<file path="src/rtl/instr_sequencer_pkg.sv">
// Shared definitions for the instruction sequencer.
//   INSTR_W : instruction width carried to the cpu
//   state_e : sequencer FSM state encoding (3 bits)
package instr_sequencer_pkg;

   localparam int unsigned INSTR_W = 16;

   typedef enum logic [2:0] {
      StIdle  = 3'd0,
      StLoad  = 3'd1,
      StStart = 3'd2,
      StAck   = 3'd3,
      StRun   = 3'd4,
      StDone  = 3'd5,
      StErr   = 3'd6
   } state_e;

endpackage

</file>
<file path="src/rtl/instr_sequencer_mem.sv">
// Program store for the instruction sequencer: DEPTH x INSTR_W words, synchronous write,
// asynchronous read. Contents are not reset.
//   clk   : write clock
//   we    : write enable
//   waddr : write address
//   wdata : write data
//   raddr : read address
//   rdata : read data (combinational)
module instr_sequencer_mem
   import instr_sequencer_pkg::*;
#(
   parameter int unsigned DEPTH  = 16,
   parameter int unsigned ADDR_W = 4
) (
   input  logic               clk,
   input  logic               we,
   input  logic [ADDR_W-1:0]  waddr,
   input  logic [INSTR_W-1:0] wdata,
   input  logic [ADDR_W-1:0]  raddr,
   output logic [INSTR_W-1:0] rdata
);

   logic [INSTR_W-1:0] mem_q [DEPTH];

   always_ff @(posedge clk) begin
      if (we) begin
         mem_q[waddr] <= wdata;
      end
   end

   assign rdata = mem_q[raddr];

endmodule

</file>
<file path="src/rtl/instr_sequencer.sv">
// Instruction sequencer: issues a stored program to the cpu one instruction at a time over the
// in/load/s/w handshake (load the instruction, pulse s once the cpu waits, wait for the cpu to
// accept, then wait for it to retire).
//   clk, reset          : clock, synchronous active-high reset
//   prog_we/addr/data   : program write port, honoured only in IDLE/DONE
//   count, go           : number of instructions to run and run start
//   cpu_w               : cpu waiting for s
//   cpu_in/load/s       : instruction, load strobe and start pulse to the cpu
//   pc, busy, done, err : issue slot and run status
module instr_sequencer
   import instr_sequencer_pkg::*;
#(
   parameter int unsigned DEPTH   = 16,
   parameter int unsigned ADDR_W  = 4,
   parameter int unsigned TIMEOUT = 255
) (
   input  logic               clk,
   input  logic               reset,
   input  logic               prog_we,
   input  logic [ADDR_W-1:0]  prog_addr,
   input  logic [INSTR_W-1:0] prog_data,
   input  logic [ADDR_W:0]    count,
   input  logic               go,
   input  logic               cpu_w,
   output logic [INSTR_W-1:0] cpu_in,
   output logic               cpu_load,
   output logic               cpu_s,
   output logic [ADDR_W-1:0]  pc,
   output logic               busy,
   output logic               done,
   output logic               err
);

   localparam int unsigned CNT_W = ADDR_W + 1;

   state_e             state_q, state_d;
   logic [ADDR_W-1:0]  pc_q, pc_d;
   logic [CNT_W-1:0]   count_q, count_d;
   logic [7:0]         timer_q, timer_d;
   logic [INSTR_W-1:0] cpu_in_q, cpu_in_d;
   logic               busy_q, busy_d;
   logic               done_q, done_d;
   logic               err_q, err_d;

   logic               mem_we;
   logic [INSTR_W-1:0] mem_rdata;
   logic [INSTR_W-1:0] fetch_data;
   logic               timeout;
   logic               last;

   assign mem_we  = prog_we && ((state_q == StIdle) || (state_q == StDone));
   assign timeout = (timer_q == 8'(TIMEOUT));
   // Also stop at the top slot so pc can never wrap.
   assign last    = ({1'b0, pc_q} == (count_q - CNT_W'(1))) || (pc_q == ADDR_W'(DEPTH - 1));

   // Memory is read at the slot about to be loaded; a write in the same cycle as go wins.
   assign fetch_data = (mem_we && (prog_addr == pc_d)) ? prog_data : mem_rdata;

   instr_sequencer_mem #(
      .DEPTH  (DEPTH),
      .ADDR_W (ADDR_W)
   ) u_mem (
      .clk   (clk),
      .we    (mem_we),
      .waddr (prog_addr),
      .wdata (prog_data),
      .raddr (pc_d),
      .rdata (mem_rdata)
   );

   always_comb begin
      state_d  = state_q;
      pc_d     = pc_q;
      count_d  = count_q;
      timer_d  = timer_q;
      cpu_in_d = cpu_in_q;
      busy_d   = busy_q;
      done_d   = done_q;
      err_d    = err_q;
      cpu_s    = 1'b0;

      unique case (state_q)
         StIdle, StDone, StErr: begin
            if (go) begin
               count_d = count;
               pc_d    = '0;
               done_d  = 1'b0;
               err_d   = 1'b0;
               if (count == '0) begin
                  state_d = StDone;
                  done_d  = 1'b1;
               end else begin
                  state_d = StLoad;
                  busy_d  = 1'b1;
               end
            end
         end
         StLoad: state_d = StStart;
         StStart: begin
            if (cpu_w) begin
               cpu_s   = 1'b1;
               state_d = StAck;
            end else if (timeout) begin
               state_d = StErr;
               busy_d  = 1'b0;
               err_d   = 1'b1;
            end
         end
         StAck: begin
            if (!cpu_w) begin
               state_d = StRun;
            end else if (timeout) begin
               state_d = StErr;
               busy_d  = 1'b0;
               err_d   = 1'b1;
            end
         end
         StRun: begin
            if (cpu_w) begin
               if (last) begin
                  state_d = StDone;
                  busy_d  = 1'b0;
                  done_d  = 1'b1;
               end else begin
                  pc_d    = pc_q + ADDR_W'(1);
                  state_d = StLoad;
               end
            end else if (timeout) begin
               state_d = StErr;
               busy_d  = 1'b0;
               err_d   = 1'b1;
            end
         end
         default: state_d = StIdle;
      endcase

      // Capture the instruction on entry to LOAD so it is valid while cpu_load is high.
      if (state_d == StLoad) begin
         cpu_in_d = fetch_data;
      end

      if (state_d != state_q) begin
         timer_d = '0;
      end else if ((state_q == StStart) || (state_q == StAck) || (state_q == StRun)) begin
         timer_d = timer_q + 8'd1;
      end
   end

   always_ff @(posedge clk) begin
      if (reset) begin
         state_q  <= StIdle;
         pc_q     <= '0;
         count_q  <= '0;
         timer_q  <= '0;
         cpu_in_q <= '0;
         busy_q   <= 1'b0;
         done_q   <= 1'b0;
         err_q    <= 1'b0;
      end else begin
         state_q  <= state_d;
         pc_q     <= pc_d;
         count_q  <= count_d;
         timer_q  <= timer_d;
         cpu_in_q <= cpu_in_d;
         busy_q   <= busy_d;
         done_q   <= done_d;
         err_q    <= err_d;
      end
   end

   assign cpu_in   = cpu_in_q;
   assign cpu_load = (state_q == StLoad);
   assign pc       = pc_q;
   assign busy     = busy_q;
   assign done     = done_q;
   assign err      = err_q;

endmodule

</file>
<file path="config.mk">
export PLATFORM = sky130hd
export DESIGN_NAME = instr_sequencer
export DESIGN_NICKNAME = d
export VERILOG_FILES = /design/src/rtl/instr_sequencer_pkg.sv /design/src/rtl/instr_sequencer_mem.sv /design/src/rtl/instr_sequencer.sv
export SDC_FILE = /design/constraint.sdc
export NUM_CORES = 1
export LEC_CHECK = 0
export CORE_ASPECT_RATIO = 0.9
export CORE_MARGIN = 2
export CORE_UTILIZATION = 40
export CTS_CLUSTER_DIAMETER = 50
export DETAILED_ROUTE_END_ITERATION = 7
export PLACE_DENSITY = 0.65
export SKIP_LAST_GASP = 1
export SLEW_MARGIN = 5
export SYNTH_ARGS = -nofsm -noshare
export SYNTH_HDL_FRONTEND = slang
export SYNTH_SLANG_ARGS = --single-unit
</file>
<file path="constraint.sdc">
create_clock -name clk -period 3 [get_ports clk]
set_input_delay 0.45 -clock clk [delete_from_list [all_inputs] [get_ports clk]]
set_output_delay 0.45 -clock clk [all_outputs]
set_load 0.01 [all_outputs]
</file>
# After elaboration in Yosys (flattened, before gate mapping)
# Memories as Yosys holds them, arrays and structs flattened. A register that Yosys moved wholly into a read port is not among the register bits.
# Index checks and enable logic that the tools add are counted.
dict set report op_classes {
  addsub 3
  n_mux 34
  eq_ne 19
  reduce_logical 17
}
# cell n
set op_table {}
lappend op_table {{two-way mux 3 bit} 7}
lappend op_table {{two-way mux 1 bit} 19}
lappend op_table {{case mux 3 bit (5 select lines)} 1}
lappend op_table {{!= test 2 bit (second input constant)} 7}
lappend op_table {{two-way mux 4 bit} 3}
lappend op_table {{== test 3 bit (second input constant)} 3}
lappend op_table {{adder 8 x 1 -> 8 bit (second input constant)} 1}
lappend op_table {{== test 8 bit (second input constant)} 1}
lappend op_table {{case mux 4 bit (2 select lines)} 1}
lappend op_table {{AND reduction 4 bit} 2}
lappend op_table {{== test 3 x 1 -> 1 bit (second input constant)} 2}
lappend op_table {{== test 3 x 2 -> 1 bit (second input constant)} 2}
lappend op_table {{AND reduction 6 bit} 1}
lappend op_table {{== test 4 x 5 -> 1 bit} 1}
lappend op_table {{logical NOT 5 bit} 1}
lappend op_table {{subtractor 5 x 1 -> 5 bit (second input constant)} 1}
lappend op_table {{adder 4 x 1 -> 4 bit (second input constant)} 1}
lappend op_table {{== test 4 bit (second input constant)} 1}
lappend op_table {{logical OR 1 bit} 4}
lappend op_table {{case mux 1 bit (4 select lines)} 1}
lappend op_table {{nonzero test 4 bit} 1}
lappend op_table {{OR reduction 2 bit} 2}
lappend op_table {{logical NOT 3 bit} 1}
lappend op_table {{!= test 3 bit} 1}
lappend op_table {{other kinds (8)} 8}
dict set report word_totals {
  mem_bits_rw 256
  inputBits 30
  elab_cells 81
  output_inout_bits 25
  ff_bits 23
  memories 1
}
# memory depth word_bits rd rd_clocked_by_memory_dff write_ports line
set mem_list {}
lappend mem_list {u_mem.mem_q 16 16 1 1 1 instr_sequencer_mem.sv:23} ;# logic [INSTR_W-1:0] mem_q [DEPTH];

# Logic depth before layout (Yosys ltp)
# Gate-level depths: netlist (run 1).
dict set report logic_depth {
  ltp_word 8
  mapped_depth 13
  mapped_depth_nobuf 10
}

# Hierarchy
# From an unflattened synthesis (run 1), not the netlist that was laid out.
dict set report hier_totals {
  cells_unflattened 676
  hier_area_um2 11891.4
}
# module cells_each n_inst seq_area_each_um2 area_per_inst_um2
set by_module_without_submodules {}
lappend by_module_without_submodules {instr_sequencer_mem 416 1 7687.4 9721.8}
lappend by_module_without_submodules {instr_sequencer 260 1 780.7 2169.6}

# Worst setup path after synthesis (run 1)
# OpenSTA, ideal clock, no wires.
dict set report synth_timing {
  path_kind {register to register}
  startpoint {reg state_q[2]}
  endpoint {mem u_mem.mem_q[0][0] (enable)}
  period_less_slack_ns 2.938
  path_stages_with_launch 7
  required_time_ns 2.591
  setup_ns 0.409
  t_arrival_ns 2.528
  n_path_buf 2
  slack_ns 0.062
  path_cell_list {dfxtp_1 > buf_2 > buf_1 > xnor2_1 > nand3_1 > or3_1 > nor3_1}
}
dict set report synth_via {
  elab_chain_len 5
  word_cells_on_any_way 6
  cone_classes {eq/ne (1); mux (2); reduce/logical (3)}
}
# item line
set synth_rtl {}
lappend synth_rtl {{start, declared} instr_sequencer.sv:36} ;# state_e state_q, state_d;
lappend synth_rtl {{start signal, assigned} instr_sequencer.sv:151} ;# state_q <= StIdle;
lappend synth_rtl {{start signal, assigned} instr_sequencer.sv:160} ;# state_q <= state_d;
lappend synth_rtl {{== test 3 bit / logical NOT 3 bit (equally long branches)} instr_sequencer.sv:51} ;# assign mem_we = prog_we && ((state_q == StIdle) || (state_q == StDone));
lappend synth_rtl {{logical OR 1 bit *} instr_sequencer.sv:51}
lappend synth_rtl {{logical AND 1 bit *} instr_sequencer.sv:51}
lappend synth_rtl {{two-way mux 1 bit *} instr_sequencer_mem.sv:26} ;# if (we) begin
lappend synth_rtl {{two-way mux 1 bit (not written as such) *} instr_sequencer_mem.sv:27} ;# mem_q[waddr] <= wdata;
lappend synth_rtl {{end, declared} instr_sequencer_mem.sv:23}
# Every way passes the cells marked *; elsewhere a longest branch is shown, timed or not.

# Final worst setup path (run 1)
dict set report layout_timing {
  startpoint {reg count_q[0]}
  endpoint {reg cpu_in_q[7] (netlist: cpu_in[7]), read port of u_mem.mem_q}
}
dict set report layout_via {
  elab_chain_len 7
  word_cells_on_any_way 10
  cone_classes {add/sub (1); eq/ne (2); mux (6); reduce/logical (1)}
}
# item line
set layout_rtl {}
lappend layout_rtl {{start, declared} instr_sequencer.sv:38} ;# logic [CNT_W-1:0] count_q, count_d;
lappend layout_rtl {{start signal, assigned} instr_sequencer.sv:162} ;# count_q <= count_d;
lappend layout_rtl {{subtractor 5 x 1 -> 5 bit *} instr_sequencer.sv:54} ;# assign last = ({1'b0, pc_q} == (count_q - CNT_W'(1))) || (pc_q == ADDR_W'(DEPTH - 1));
lappend layout_rtl {{== test 4 x 5 -> 1 bit *} instr_sequencer.sv:54}
lappend layout_rtl {{logical OR 1 bit *} instr_sequencer.sv:54}
lappend layout_rtl {{two-way mux 3 bit} instr_sequencer.sv:120} ;# if (last) begin
lappend layout_rtl {{two-way mux 3 bit} instr_sequencer.sv:119} ;# if (cpu_w) begin
lappend layout_rtl {{case mux 3 bit (5 select lines)} instr_sequencer.sv:82} ;# unique case (state_q)
lappend layout_rtl {{== test 3 x 1 -> 1 bit} instr_sequencer.sv:138} ;# if (state_d == StLoad) begin
lappend layout_rtl {{end, declared} instr_sequencer.sv:40} ;# logic [INSTR_W-1:0] cpu_in_q, cpu_in_d;
# Marks and branches as above.
# A chain may end at the register's enable or synchronous reset.

==> results of run 1 <==
power groups by stage:
stage / Combinational, mW / Sequential (mW) / Clock, mW
after global routing: 1.04 / 4.66 / 4.09
after global placement: 0.899 / 4.74 / 0
after detailed placement: 0.913 / 4.74 / 0
after floorplan: 0.459 / 4.72 / 0
after CTS: 0.918 / 4.65 / 3.94
final: 0.969 / 4.65 / 3.88
worst max path at each step:
stage,startpoint,endpoint,cells after the start
6_report,count_q[0]$_SDFFE_PP0P_,cpu_in[7]$_SDFFE_PP0N_,13
5_1_grt,state_q[2]$_SDFF_PP0_,cpu_in[7]$_SDFFE_PP0N_,11
4_1_cts,count_q[0]$_SDFFE_PP0P_,cpu_in[4]$_SDFFE_PP0N_,13
3_5_place_dp,go,cpu_in[10]$_SDFFE_PP0N_,11
3_3_place_gp,go,cpu_in[4]$_SDFFE_PP0N_,10
2_1_floorplan,state_q[2]$_SDFF_PP0_,u_mem.mem_q[0][0]$_DFFE_PP_,6
registers in the layout, summed over array words and instances (netlist names):
name,cells
timer_q,8
state_q,3
done,1
cpu_in,16
count_q,5
u_mem.mem_q,256
busy,1
pc,4
err,1
final cells by class:
class	count	area share
tap	422	0.0323
multi-input combinational	545	0.248
clock inverter	23	0.0141
sequential	295	0.518
clock buffer	35	0.0489
timing repair buffer	162	0.104
inverter	152	0.0349
kinds of logic (layout without fill, tap and decap cells):
family | count (synthesis) | in the layout
mux | 1 | 1
simple gates | 149 | 149
xor+xnor | 16 | 16
compound gates | 376 | 376
flops | 295 | 295
fa+ha+maj | 3 | 3
buf+inv | 251 | 372
routing by layer:
layer | share of wire | wire length (um)
met1 | 0.43 | 16600
met2 | 0.46 | 17900
met3 | 0.092 | 3610
met4 | 0.023 | 884
met5 | 0.00028 | 11
worst max-delay path, cell delays in order (launching register included):
cell       delay [ps]
dfxtp_1           330
inv_1              50
ha_2              200
o21ba_1           180
a221oi_2          270
o2111ai_2         190
buf_12            190
a31oi_4           220
buf_12            190
o22a_1            190
o2111ai_4         150
buf_4             230
o31ai_1           340
a211oi_2           80
repair_timing:
action | CTS | global route
resized for setup | 0 | 18
buffers inserted | 0 | 11
endpoints found under the setup margin | 0 | 16
hold buffers | 0 | 0
layout by cell type, fill, tap and decap left out, drive strengths merged, types with 3 or more instances in the layout:
cell type      synthesis  layout
buf                   32     103
clkinvlp               0       3
clkinv                 0      13
nand4                 12      12
o21ai                  7       7
ha                     3       3
inv                  152     156
o2111ai               34      34
clkdlybuf4s50          0      54
nor2b                  4       4
a41oi                 18      18
xor2                   8       8
a31oi                  3       3
or2                    6       6
nand3                 11      11
and3                   4       4
bufinv                 0       3
nor2                  45      45
clkbuf                67      40
o211a                  8       8
nand2                 32      32
a41o                   3       3
xnor2                  8       8
o211ai               221     221
o31ai                 16      16
nor3                  12      12
nand4b                 7       7
a211oi                17      17
or3                    5       5
a21oi                 33      33
edfxtp               256     256
nand2b                 3       3
dfxtp                 39      39
==> results.md, run 1 <==
- Final Hold Viols: 0
- Final cell count without fillers: around 1600
- Worst Skew: approximately 23 ps
- Setup slack, reg-to-reg: 90 ps
- PnR worst setup slack: roughly 85 ps
- Combinational power share: 0.102
- Synth area leaders: edfxtp_1 58%, o211ai_1 12%, dfxtp_1 5.9%, inv_1 4.3%, o2111ai_1 2.1%
- Number of global-route vias before repair: approximately 9000
- Outcome: completed
- Multi-input logic area: about 0.0041 mm^2
- Die X: about 200 um
- Placed instance area: 0.0150 mm^2
- Clock transition at path regs: ~60 ps
- Pleak: ~5.5 nW
- Final period util: 0.972
- Busiest grt layer: met2
- # H-tree levels: 1
- Power Internal: 7.17 mW
- Gr ovfl total: 0
- Power Density: between 500 and 600 mW/mm^2
- Mapped Cells: between 1000 and 1500
- Switch Pwr: roughly 2.3 mW
- GRT met2 Usage: 0.339
- Layout area overhead: 22.6%
- Iteration count of the initial detailed-routing pass: 5
- FF/Latch Area: between 0.008 and 0.009 mm^2
- Async S/R FF share, synth: 0
- Critical Path AT: between 3000 and 4000 ps
- Cell taking the most area after synthesis: edfxtp_1
- Compound-gate portion of the synthesized area: 0.221
- Fraction of synthesized area in multiplexers: 0.000750
- Post-synth top flop: edfxtp_1
- Final Slew Violations: 0
- Worst min path class: in2reg
- Seq/Total Area, Yosys: 0.635
- Root buffer cell: clkbuf_16
- Die height: 177 um
- Synthesized area per cell: ~12 um^2
- Top-count cell post-synth: edfxtp_1
- DRT iter0 DRCs: about 1100
- Final Total Pwr: ~9.5 mW
- GR Layer Usage met1: 0.313
- Gpl congestion: 0.861
- Largest family of logic cells by synthesized area: compound AO/OA/AOI/OAI gates
- CP Class: reg2reg
- Core ar.: around 0.033 mm^2
- # IOs: 55
- Final setup violation count: 0
- Crit-path max FO: 12
- Antenna Cells: 0
- Fmax: 343 MHz
- Synth Register Bits: 295
- Grt met3 use: 0.0471
- Cell area after synthesis: approximately 0.013 mm^2
- Initial Util: 0.406
- Yosys Warn Count: 0
- Max-cap violations: 0
- Synth cell count leaders: 256 x edfxtp_1, 221 x o211ai_1, 152 x inv_1
- Crit path required time: between 3000 and 4000 ps
- Routed Antenna Nets: 0
- Worst Setup End Kind: flop
- # fillers: between 2000 and 3000
- CTS tree: done
- Final #Nets: approximately 1200
- First-pass GRT wire length: 57500 um
- Adder-cell share of the synthesized area: 0.00281
- Share of cells above drive strength 1: 0.177
- Clock Latency Late Sink: around 590 ps
- Pre-CTS setup slack: -31.0 ps
- Post-synthesis cell type count: 58
- Worst Max-Slew Pin Slew: approximately 680 ps
- Hold path cells: 3
- Post-synthesis simple-gate area fraction: 0.0558
- Row cnt: 63
- Initial antenna violation count: 1
- Fin Setup TNS: 0 ps
- Yosys top cell area share: 0.576
- Largest net degree at the start of global routing: 57
- Placed cells: 1560
- Post-synth EDFFs: around 260
- Hold_ws: between 400 and 500 ps
- Clock share of power: 0.408
- Cells on worst reg2reg path: 13
- DR WL/cell: roughly 24 um
- Seq pwr share: 0.490
- Routed vias/inst: between 5 and 6
- Num CTS Buffers: 31
- Peak VDD IR: around 0.54 mV
- Hpwl dp: 21800 um
- DRC viols: 0
- # port buffers: 54
- Post-synth net total: 1124
- HP Start: count[4]
- Clk sinks: 295
- Final instance area: ~0.016 mm^2
- Via count: 9736
- Final core occ: 0.498
- CP Launch Type: flop
- Sw Ratio: 0.245
- RR Endpoint: cpu_in[7]$_SDFFE_PP0N_
- Total Routing Usage GR: 0.219
- Post-synthesis xor/xnor area fraction: 0.0105
- Min Tclk post-route: about 2900 ps
- Clock buffer depth: 3
- Post-Route WL: between 30000 and 40000 um
- Worst Hold Endpoint: count_q[4]$_SDFFE_PP0P_
- Worst reg2reg path startpoint: count_q[0]$_SDFFE_PP0P_
- Overall die area: ~0.035 mm^2
- Worst slew margin: 0.546
Note: power is estimated with default switching activity, not from simulation.
==> run 2: changes to the inputs <==
- CAP_MARGIN: not set -> 20
- CELL_PAD_IN_SITES_DETAIL_PLACEMENT: not set -> 1
- CELL_PAD_IN_SITES_GLOBAL_PLACEMENT: not set -> 2
- CORE_UTILIZATION: 40 -> 38
- PLACE_DENSITY: 0.65 -> not set
- PLACE_DENSITY_LB_ADDON: not set -> 0.1
==> results.md, run 2 (synthesis gave the netlist of run 1 again) <==
- Min Tclk post-route: 2910 ps (-2.64 ps)
- Post-Route WL: 45500 um (+16%)
- # port buffers: 54 (unchanged)
- Final setup violation count: 0 (unchanged)
- DRT iter0 DRCs: 678 (-39%)
- Critical Path AT: 3320 ps (-70 ps)
- Overall die area: 0.0366 mm^2 (+5.1%)
- Slowest stage delay, CP: 320 ps (-20 ps)
- Placed cells: 1627 (+4.3%)
- Final cell count without fillers: 1721 (+5.3%)
- Largest net degree at the start of global routing: 60 (+5.3%)
- First-pass GRT wire length: 66200 um (+15%)
- Core ar.: 0.0348 mm^2 (+5.9%)
- DRC viols: 0 (unchanged)
- Max FFs per register: 256 (unchanged)
- DR WL/cell: 26.5 um (+11%)
- Most common cell after layout, fill and taps aside: edfxtp_1
- Worst Max-Slew Pin Slew: 760 ps (+79.4 ps)
- CP Class: reg2reg
- Crit path required time: 3410 ps (-60 ps)
- Final period util: 0.971 (about the same)
- Num CTS Buffers: 38 (+23%)
- Total Routing Usage GR: 0.244 (+0.0254)
- Share of cells above drive strength 1: 0.221 (+0.0441)
- CP Launch Type: flop
- Routed vias/inst: 5.70 (-4.4%)
- Final instance area: 0.0173 mm^2 (+6.0%)
- Final Slew Violations: 0 (unchanged)
- Worst Skew: 18.5 ps (-4.50 ps)
- RSZ-0062 raised after global routing: true
- Peak VDD IR: 0.589 mV (+8.2%)
- Outcome: completed
- Crit-path cells: inv_2 -> ha_4 -> buf_6 -> nand3_2 -> a221oi_2 -> o2111ai_2 -> buf_4 -> and3_1 -> buf_4 -> a211oi_4 -> buf_12 -> buf_4 -> o211ai_1 -> nand4b_1 -> a211oi_2
- Iteration count of the initial detailed-routing pass: 5 (unchanged)
- Multi-input logic area: 0.00419 mm^2 (+3.3%)
- Worst Setup End Kind: flop
- Worst slew margin: 0.492 (-0.0545)
- Via count: 9802 (+0.68%)
- Pre-CTS setup slack: -162 ps (-131 ps)
- Placed instance area: 0.0153 mm^2 (+2.2%)
- Clock transition at path regs: 60 ps (about the same)
- Pleak: 5.90 nW (+6.8%)
- # fillers: 3564 (+25%)
- Most frequent cells in the layout: 256 x edfxtp_1, 221 x o211ai_1, 150 x inv_1
- Initial antenna violation count: 2 (+1)
- Fin Setup TNS: 0 ps (unchanged)
- Critical path's slowest cell: dfxtp_2
- Clock buffer depth: 3 (unchanged)
- Count of hold-fix buffers inserted at cts: 0 (unchanged)
- Die height: 182 um (+2.5%)
- Delay-heaviest family, CP: compound AO/OA/AOI/OAI gates
- Power Density: 611 mW/mm^2 (+5.2%)
- Gpl congestion: 0.773 (-10%)
- Final #Nets: 1254 (+2.8%)
- Most used cell, CP: buf_4
- Layout area overhead: 30.0%
- PnR worst setup slack: 87.7 ps (+2.64 ps)
- Gr ovfl total: 0 (unchanged)
- Worst min path class: reg2reg
- Clk sinks: 295 (unchanged)
- Top reg by flops: u_mem.mem_q
- Die X: 201 um (+2.5%)
- Number of global-route vias before repair: 9993 (+7.7%)
- Row cnt: 65 (+3.2%)
- Max-cap violations: 0 (unchanged)
- Final Hold Viols: 0 (unchanged)
- Clock Latency Late Sink: 550 ps (-40 ps)
- Crit-path max FO: 8 (-4)
- CP bufs+invs: 6 (+2)
- Root buffer cell: clkbuf_16
- FF/Latch Area: 0.00847 mm^2 (about the same)
- Hpwl dp: 25800 um (+18%)
- CTS tree: done
- Routed Antenna Nets: 0 (unchanged)
- Hold_ws: 479 ps (+14.9 ps)
- # H-tree levels: 2 (+1)
- Fmax: 343 MHz (about the same)
- Initial Util: 0.383 (-0.0226)
- # IOs: 55 (unchanged)
[run 2: cell count changes in the layout (fill, tap and decap cells not counted), sizes merged]
cell / change
buf: +28
bufinv: +3
clkbuf: +11
clkinv: -7
clkinvlp: +1
diode: +1
inv: +3
[run 2: worst register-to-register path, delay by kind of cell (launching register included)]
kind | cells | cell delay (ps)
and+or+nand+nor | 3 | 500
buffers and inverters | 6 | 900
AOI/OAI and AO/OA | 5 | 910
DFF | 1 | 320
adders and majority gates | 1 | 150
[run 2: area by class of cell]
cell class / instances / area share
clock inverters: 23 / 0.0183
multi-input cells: 545 / 0.242
inverters: 152 / 0.0329
flip-flops and latches: 295 / 0.488
diodes: 1 / 0.000144
clock buffers: 47 / 0.0597
repair buffers: 189 / 0.125
well taps: 469 / 0.0338
[run 2: power by group]
group          internal, mW  switching (mW)  leakage, nW
Combinational         0.448           0.597         2.62
Clock                  3.02            1.88        0.653
Sequential             4.57          0.0874         2.63
Total                  8.04            2.56         5.90
[run 2: timing repair]
action,4_1_cts,5_1_grt
pin swaps,32,9
gates resized for setup,19,36
buffers inserted,13,3
cloned,5,4
endpoints found under the setup margin,16,16
[run 2: path summary, 6_finish.rpt]
check / from / to / slack (ps) / depth (start not counted)
max: count_q[1]$_SDFFE_PP0P_ / cpu_in[15]$_SDFFE_PP0N_ / 90 / 15
min: busy$_SDFFE_PP0P_ / busy$_SDFFE_PP0P_ / 480 / 2
max reg2reg: count_q[1]$_SDFFE_PP0P_ / cpu_in[15]$_SDFFE_PP0N_ / 90 / 15
min reg2reg: busy$_SDFFE_PP0P_ / busy$_SDFFE_PP0P_ / 480 / 2
[run 2: per-stage QoR]
| step | power (mW) | utilization |
|---|---|---|
| floorplan | 5.18 | - |
| global placement | 5.71 | 0.440 |
| detailed placement | 5.72 | 0.440 |
| CTS | 10.7 | 0.490 |
| global route | 10.9 | 0.498 |
| finish | 10.6 | 0.498 |
[run 2: per-layer routing]
metal,share of wire,track usage,up-vias
met5,0.00035,0,-
met2,0.47,0.388,250
li1,-,-,4462
met4,0.021,0.0691,2
met3,0.042,0.0395,75
met1,0.47,0.346,5013
==> RTL change 1, RTL diff (config.mk and constraints of run 1) <==
Register the inputs `prog_we`, `prog_addr`, `prog_data`, `count`, `go` and `cpu_w` before use. The logic sees them one clock later. Comments in the files are not updated.
--- a/src/rtl/instr_sequencer.sv
+++ b/src/rtl/instr_sequencer.sv
@@ -33,6 +33,22 @@
 
    localparam int unsigned CNT_W = ADDR_W + 1;
 
+   logic prog_we_q;
+   logic [ADDR_W-1:0] prog_addr_q;
+   logic [INSTR_W-1:0] prog_data_q;
+   logic [ADDR_W:0] count_r;
+   logic go_q;
+   logic cpu_w_q;
+
+   always_ff @(posedge clk) begin
+      prog_we_q   <= prog_we;
+      prog_addr_q <= prog_addr;
+      prog_data_q <= prog_data;
+      count_r     <= count;
+      go_q        <= go;
+      cpu_w_q     <= cpu_w;
+   end
+
    state_e             state_q, state_d;
    logic [ADDR_W-1:0]  pc_q, pc_d;
    logic [CNT_W-1:0]   count_q, count_d;
@@ -48,13 +64,13 @@
    logic               timeout;
    logic               last;
 
-   assign mem_we  = prog_we && ((state_q == StIdle) || (state_q == StDone));
+   assign mem_we  = prog_we_q && ((state_q == StIdle) || (state_q == StDone));
    assign timeout = (timer_q == 8'(TIMEOUT));
    // Also stop at the top slot so pc can never wrap.
    assign last    = ({1'b0, pc_q} == (count_q - CNT_W'(1))) || (pc_q == ADDR_W'(DEPTH - 1));
 
    // Memory is read at the slot about to be loaded; a write in the same cycle as go wins.
-   assign fetch_data = (mem_we && (prog_addr == pc_d)) ? prog_data : mem_rdata;
+   assign fetch_data = (mem_we && (prog_addr_q == pc_d)) ? prog_data_q : mem_rdata;
 
    instr_sequencer_mem #(
       .DEPTH  (DEPTH),
@@ -62,8 +78,8 @@
    ) u_mem (
       .clk   (clk),
       .we    (mem_we),
-      .waddr (prog_addr),
-      .wdata (prog_data),
+      .waddr (prog_addr_q),
+      .wdata (prog_data_q),
       .raddr (pc_d),
       .rdata (mem_rdata)
    );
@@ -81,12 +97,12 @@
 
       unique case (state_q)
          StIdle, StDone, StErr: begin
-            if (go) begin
-               count_d = count;
+            if (go_q) begin
+               count_d = count_r;
                pc_d    = '0;
                done_d  = 1'b0;
                err_d   = 1'b0;
-               if (count == '0) begin
+               if (count_r == '0) begin
                   state_d = StDone;
                   done_d  = 1'b1;
                end else begin
@@ -97,7 +113,7 @@
          end
          StLoad: state_d = StStart;
          StStart: begin
-            if (cpu_w) begin
+            if (cpu_w_q) begin
                cpu_s   = 1'b1;
                state_d = StAck;
             end else if (timeout) begin
@@ -107,7 +123,7 @@
             end
          end
          StAck: begin
-            if (!cpu_w) begin
+            if (!cpu_w_q) begin
                state_d = StRun;
             end else if (timeout) begin
                state_d = StErr;
@@ -116,7 +132,7 @@
             end
          end
          StRun: begin
-            if (cpu_w) begin
+            if (cpu_w_q) begin
                if (last) begin
                   state_d = StDone;
                   busy_d  = 1'b0;
Check against the original RTL: not equivalent (Yosys sat finds a counterexample within 4 cycles, from zero or initial values and one cycle with reset high).
==> RTL change 1 against run 1 <==
- the run now ends with setup timing left
- synthesized cell count decreased by 23%
- cell count fell by 12%
- setup slack got worse by 0.21 ns
- sequential power up 9.7%
- power grew 9.9%
- clock skew is 0.0065 ns lower
- sequential cell count up 28
- final area is 3.6% higher
- count of clock-buffer cells in the layout rose by 16
- routed wire length is 19% lower
- synthesized area decreased by 4.8%
==> RTL change 1: results (changes against run 1) <==
Timing
  • WHS: 0.371 ns (was 0.464 ns)
  • Setup WS post-layout: -0.128 ns (was 0.0851 ns)
  • Setup Skew: 0.0165 ns (was 0.0230 ns)
  • Setup TNS: -0.680 ns (was 0 ns)
  • Final setup viols: 11 (was 0)
  • Slew headroom: 0.544 (was 0.546)

Global routing
  • Vias in the first global route: 7634 (was 9277)
  • Largest net degree at the start of global routing: 31 (was 57)
  • First-pass GRT wire length: 46.3 mm (was 57.5 mm)
  • Met3 Usage GRT: 0.0304 (was 0.0471)
  • Total track usage: 0.186 (was 0.219)
  • Met2 usage: 0.290 (was 0.339)
  • Met1 usage: 0.264 (was 0.313)

Pwr
  • Peak supply drop: 0.000550 V (was 0.000544 V)
  • Static Leak: 5.60 nW (was 5.53 nW)

CTS
  • H-tree Lvls: 2 (was 1)
  • Clk_lat worst skew: 0.52 ns (was 0.59 ns)

Placed design
  • Pre-CTS setup slack: -0.505 ns (was -0.0310 ns)
  • Final Wtd Congestion: 0.802 (was 0.861)
  • Half-perimeter wire length after placement: 18.2 mm (was 21.8 mm)

Status
  • Outcome: finished with violations (was completed)
  • Failing checks: setup timing

Final layout
  • Filler cell count: 2370 (was 2845)
  • Layout cells sized above 1: 0.302 (was 0.177)
  • Layout Nets: 1034 (was 1220)

Synthesis
  • Synth area leaders: edfxtp_1, dfxtp_1, mux2i_1 (was edfxtp_1, o211ai_1, dfxtp_1)
  • Syn Nets: 873 (was 1124)
  • Post-synth top cells: edfxtp_1, mux2i_1, dfxtp_1 (was edfxtp_1, o211ai_1, inv_1)
  • Avg Cell Area, Syn: 15.1 um2 (was 12.2 um2)
  • Register area share after synthesis: 0.711 (was 0.635)
  • Library cells used by synthesis: 56 (was 58)

Route
  • Initial drt markers: 644 (was 1104)
  • Routed wl met2: 14.9 mm (was 17.9 mm)
  • DR WL met3: 1.96 mm (was 3.61 mm)
  • Highest Signal Layer: met4 (was met5)

Worst setup path
  • Critical-path maximum fanout: 8 (was 12)

Hold path
  • Worst Hold Launch: prog_data[13] (was count[4])
==> RTL change 1: area by class of cell <==
cell class	instances	area, um2	area share
sequential	323	9030	0.533
multi-input combinational	446	4290	0.253
timing repair buffer	172	1830	0.108
clock buffer	51	986	0.0582
tap	409	512	0.0302
clock inverter	13	210	0.0124
inverter	23	86.3	0.00509
==> RTL change 1: worst paths after layout <==
check / to / cells past startpoint
worst max-delay path: cpu_in[9] / 13
worst min register to register: count_q[1] / 2
worst max register to register: cpu_in[9] / 13
worst min-delay path: prog_data_q[13] / 1
==> RTL change 1: report_power, final <==
group	internal [mW]	leakage, nW	total [mW]	switching (mW)
Combinational	0.435	2.16	0.904	0.469
Sequential	4.96	2.86	5.10	0.133
Clock	2.73	0.577	4.44	1.71
Total	8.13	5.60	10.4	2.31
==> RTL change 1: what timing repair did <==
action / 4_1_cts / 5_1_grt
endpoints found under the setup margin: 16 / 22
gates cloned: 4 / 2
pin swaps: 2 / 44
gates resized for setup: 40 / 138
setup buffers: 4 / 14
==> RTL change 1: logic make-up (layout without fill, tap and decap cells) <==
family          count (synthesis)  in the layout  synth area share
fa+ha+maj                       3              3           0.00296
flops                         323            323             0.711
compound gates                146            146            0.0832
mux                           130            130             0.102
simple gates                  150            150            0.0602
xor+xnor                       17             17            0.0128
buf+inv                        71            259            0.0277
==> RTL change 1: worst max-delay path, stage by stage, from the launching register on <==
cell      delay, ns
dfxtp_2        0.32
inv_2          0.06
ha_4           0.14
nor3b_4        0.21
xor2_2         0.22
o31ai_4        0.11
or4_4          0.55
and3_4         0.21
or3_4          0.43
buf_12         0.15
buf_16         0.15
o22ai_4        0.13
nor4_4         0.07
a221oi_2       0.27
==> RTL change 2, RTL diff (flow settings as in run 1) <==
Without the edit above. `INSTR_W`: 16 -> 32.
--- a/src/rtl/instr_sequencer_pkg.sv
+++ b/src/rtl/instr_sequencer_pkg.sv
@@ -3,7 +3,7 @@
 //   state_e : sequencer FSM state encoding (3 bits)
 package instr_sequencer_pkg;
 
-   localparam int unsigned INSTR_W = 16;
+   localparam int unsigned INSTR_W = 32;
 
    typedef enum logic [2:0] {
       StIdle  = 3'd0,
Interface: changed (resized cpu_in and prog_data); port bits go from 55 to 87. No check against the original RTL was run, so the function may have changed too.
==> RTL change 2 against run 1 <==
- the run now ends with setup timing left
- setup slack lost 0.43 ns
- sequential cell count increased by 272
- final area is 83% higher
- synthesized area up 73%
- global-route usage shrank 1.0 points
- routed wire length is 66% higher
- sequential share of layout area rose by 3.3 points
- combinational power grew 35%
- cell count up 59%
- die area rose by 71%
- power is 81% higher
- fmax is 13% lower
==> RTL change 2: results (changes against run 1) <==
Timing
  • Setup Skew: 0.0252 ns (was 0.0230 ns)
  • Final setup viols: 32 (was 0)
  • Setup TNS: -8.27 ns (was 0 ns)
  • Setup WS post-layout: -0.349 ns (was 0.0851 ns)
  • Slew headroom: 0.470 (was 0.546)

Pwr
  • Seq pwr share: 0.519 (was 0.490)
  • P_clk: 6.95 mW (was 3.88 mW)
  • Peak supply drop: 0.000445 V (was 0.000544 V)
  • Internal power: 13.3 mW (was 7.17 mW)

Final layout
  • Layout Nets: 1833 (was 1220)
  • Filler cell count: 4528 (was 2845)

Placed design
  • Placed Instances: 2433 (was 1560)
  • Port Buffer Count: 86 (was 54)

Route
  • Initial drt markers: 1544 (was 1104)
  • Via density: 5.80 (was 5.96)

Floorplanning
  • Die area: 0.0596 mm2 (was 0.0348 mm2)

Status
  • Outcome: finished with violations (was completed)
  • Failing checks: setup timing

CTS
  • Clk_lat worst skew: 0.63 ns (was 0.59 ns)
  • Post-CTS Resized: 74 (was 0)
  • H-tree Lvls: 2 (was 1)

Worst setup path
  • Critical-path maximum fanout: 5 (was 12)

Global routing
  • Antenna violations before repair: 2 (was 1)
  • First-pass GRT wire length: 94.0 mm (was 57.5 mm)
  • Largest net degree at the start of global routing: 43 (was 57)
  • Total track usage: 0.209 (was 0.219)

Synthesis
  • Post-synth EDFFs: 512 (was 256)
  • Register area share after synthesis: 0.714 (was 0.635)
  • Synth area leaders: edfxtp_1, mux2i_1, dfxtp_1 (was edfxtp_1, o211ai_1, dfxtp_1)
  • Synth Instances: 1516 (was 1091)
## RTL change 2: logic make-up after synthesis
group	share of synthesized area
flip-flops	0.714
AO/OA/AOI/OAI	0.109
AND/OR/NAND/NOR	0.0659
multiplexers	0.0781
buffers and inverters	0.0240
XOR/XNOR	0.00640
adder cells (fa/ha/maj)	0.00206
## RTL change 2: final timing paths
check,to,slack (ns),depth (start not counted)
max,cpu_in[18],-0.35,17
min,busy,0.40,2
max reg2reg,cpu_in[18],-0.35,17
min reg2reg,count_q[4],0.48,2
## RTL change 2: worst max-delay path, stage by stage, from the launching register on
cell,delay (ns)
dfxtp_2,0.32
inv_2,0.06
ha_4,0.15
buf_6,0.10
nand3_2,0.07
a221o_2,0.45
a211o_4,0.36
buf_6,0.14
a21boi_4,0.20
nor2_4,0.09
clkbuf_16,0.20
buf_12,0.13
buf_16,0.13
mux2i_1,0.14
o221ai_1,0.14
nor4_1,0.30
buf_4,0.16
o21ai_1,0.06
## RTL change 2: area by class of cell
type / instances / area share
inverters: 6 / 0.000752
clock inverters: 24 / 0.00865
repair buffers: 321 / 0.126
diodes: 2 / 0.000167
well taps: 765 / 0.0320
multi-input cells: 830 / 0.230
clock buffers: 85 / 0.0525
flip-flops and latches: 567 / 0.550
## RTL change 2: metal layers
| layer | share of wire | up-vias | track usage |
|---|---|---|---|
| met1 | 0.42 | 7702 | 0.286 |
| met2 | 0.48 | 629 | 0.338 |
| met3 | 0.073 | 118 | 0.0357 |
| li1 | - | 6628 | - |
| met4 | 0.027 | 0 | 0.0683 |
| met5 | 0 | - | 0 |
## RTL change 2: stage by stage
stage	setup slack [ns]	util
detailed placement	-0.509	0.464
CTS	-0.309	0.507
global placement	-0.464	0.464
global route	-0.468	0.525
finish	-0.349	0.525
floorplan	-0.353	-
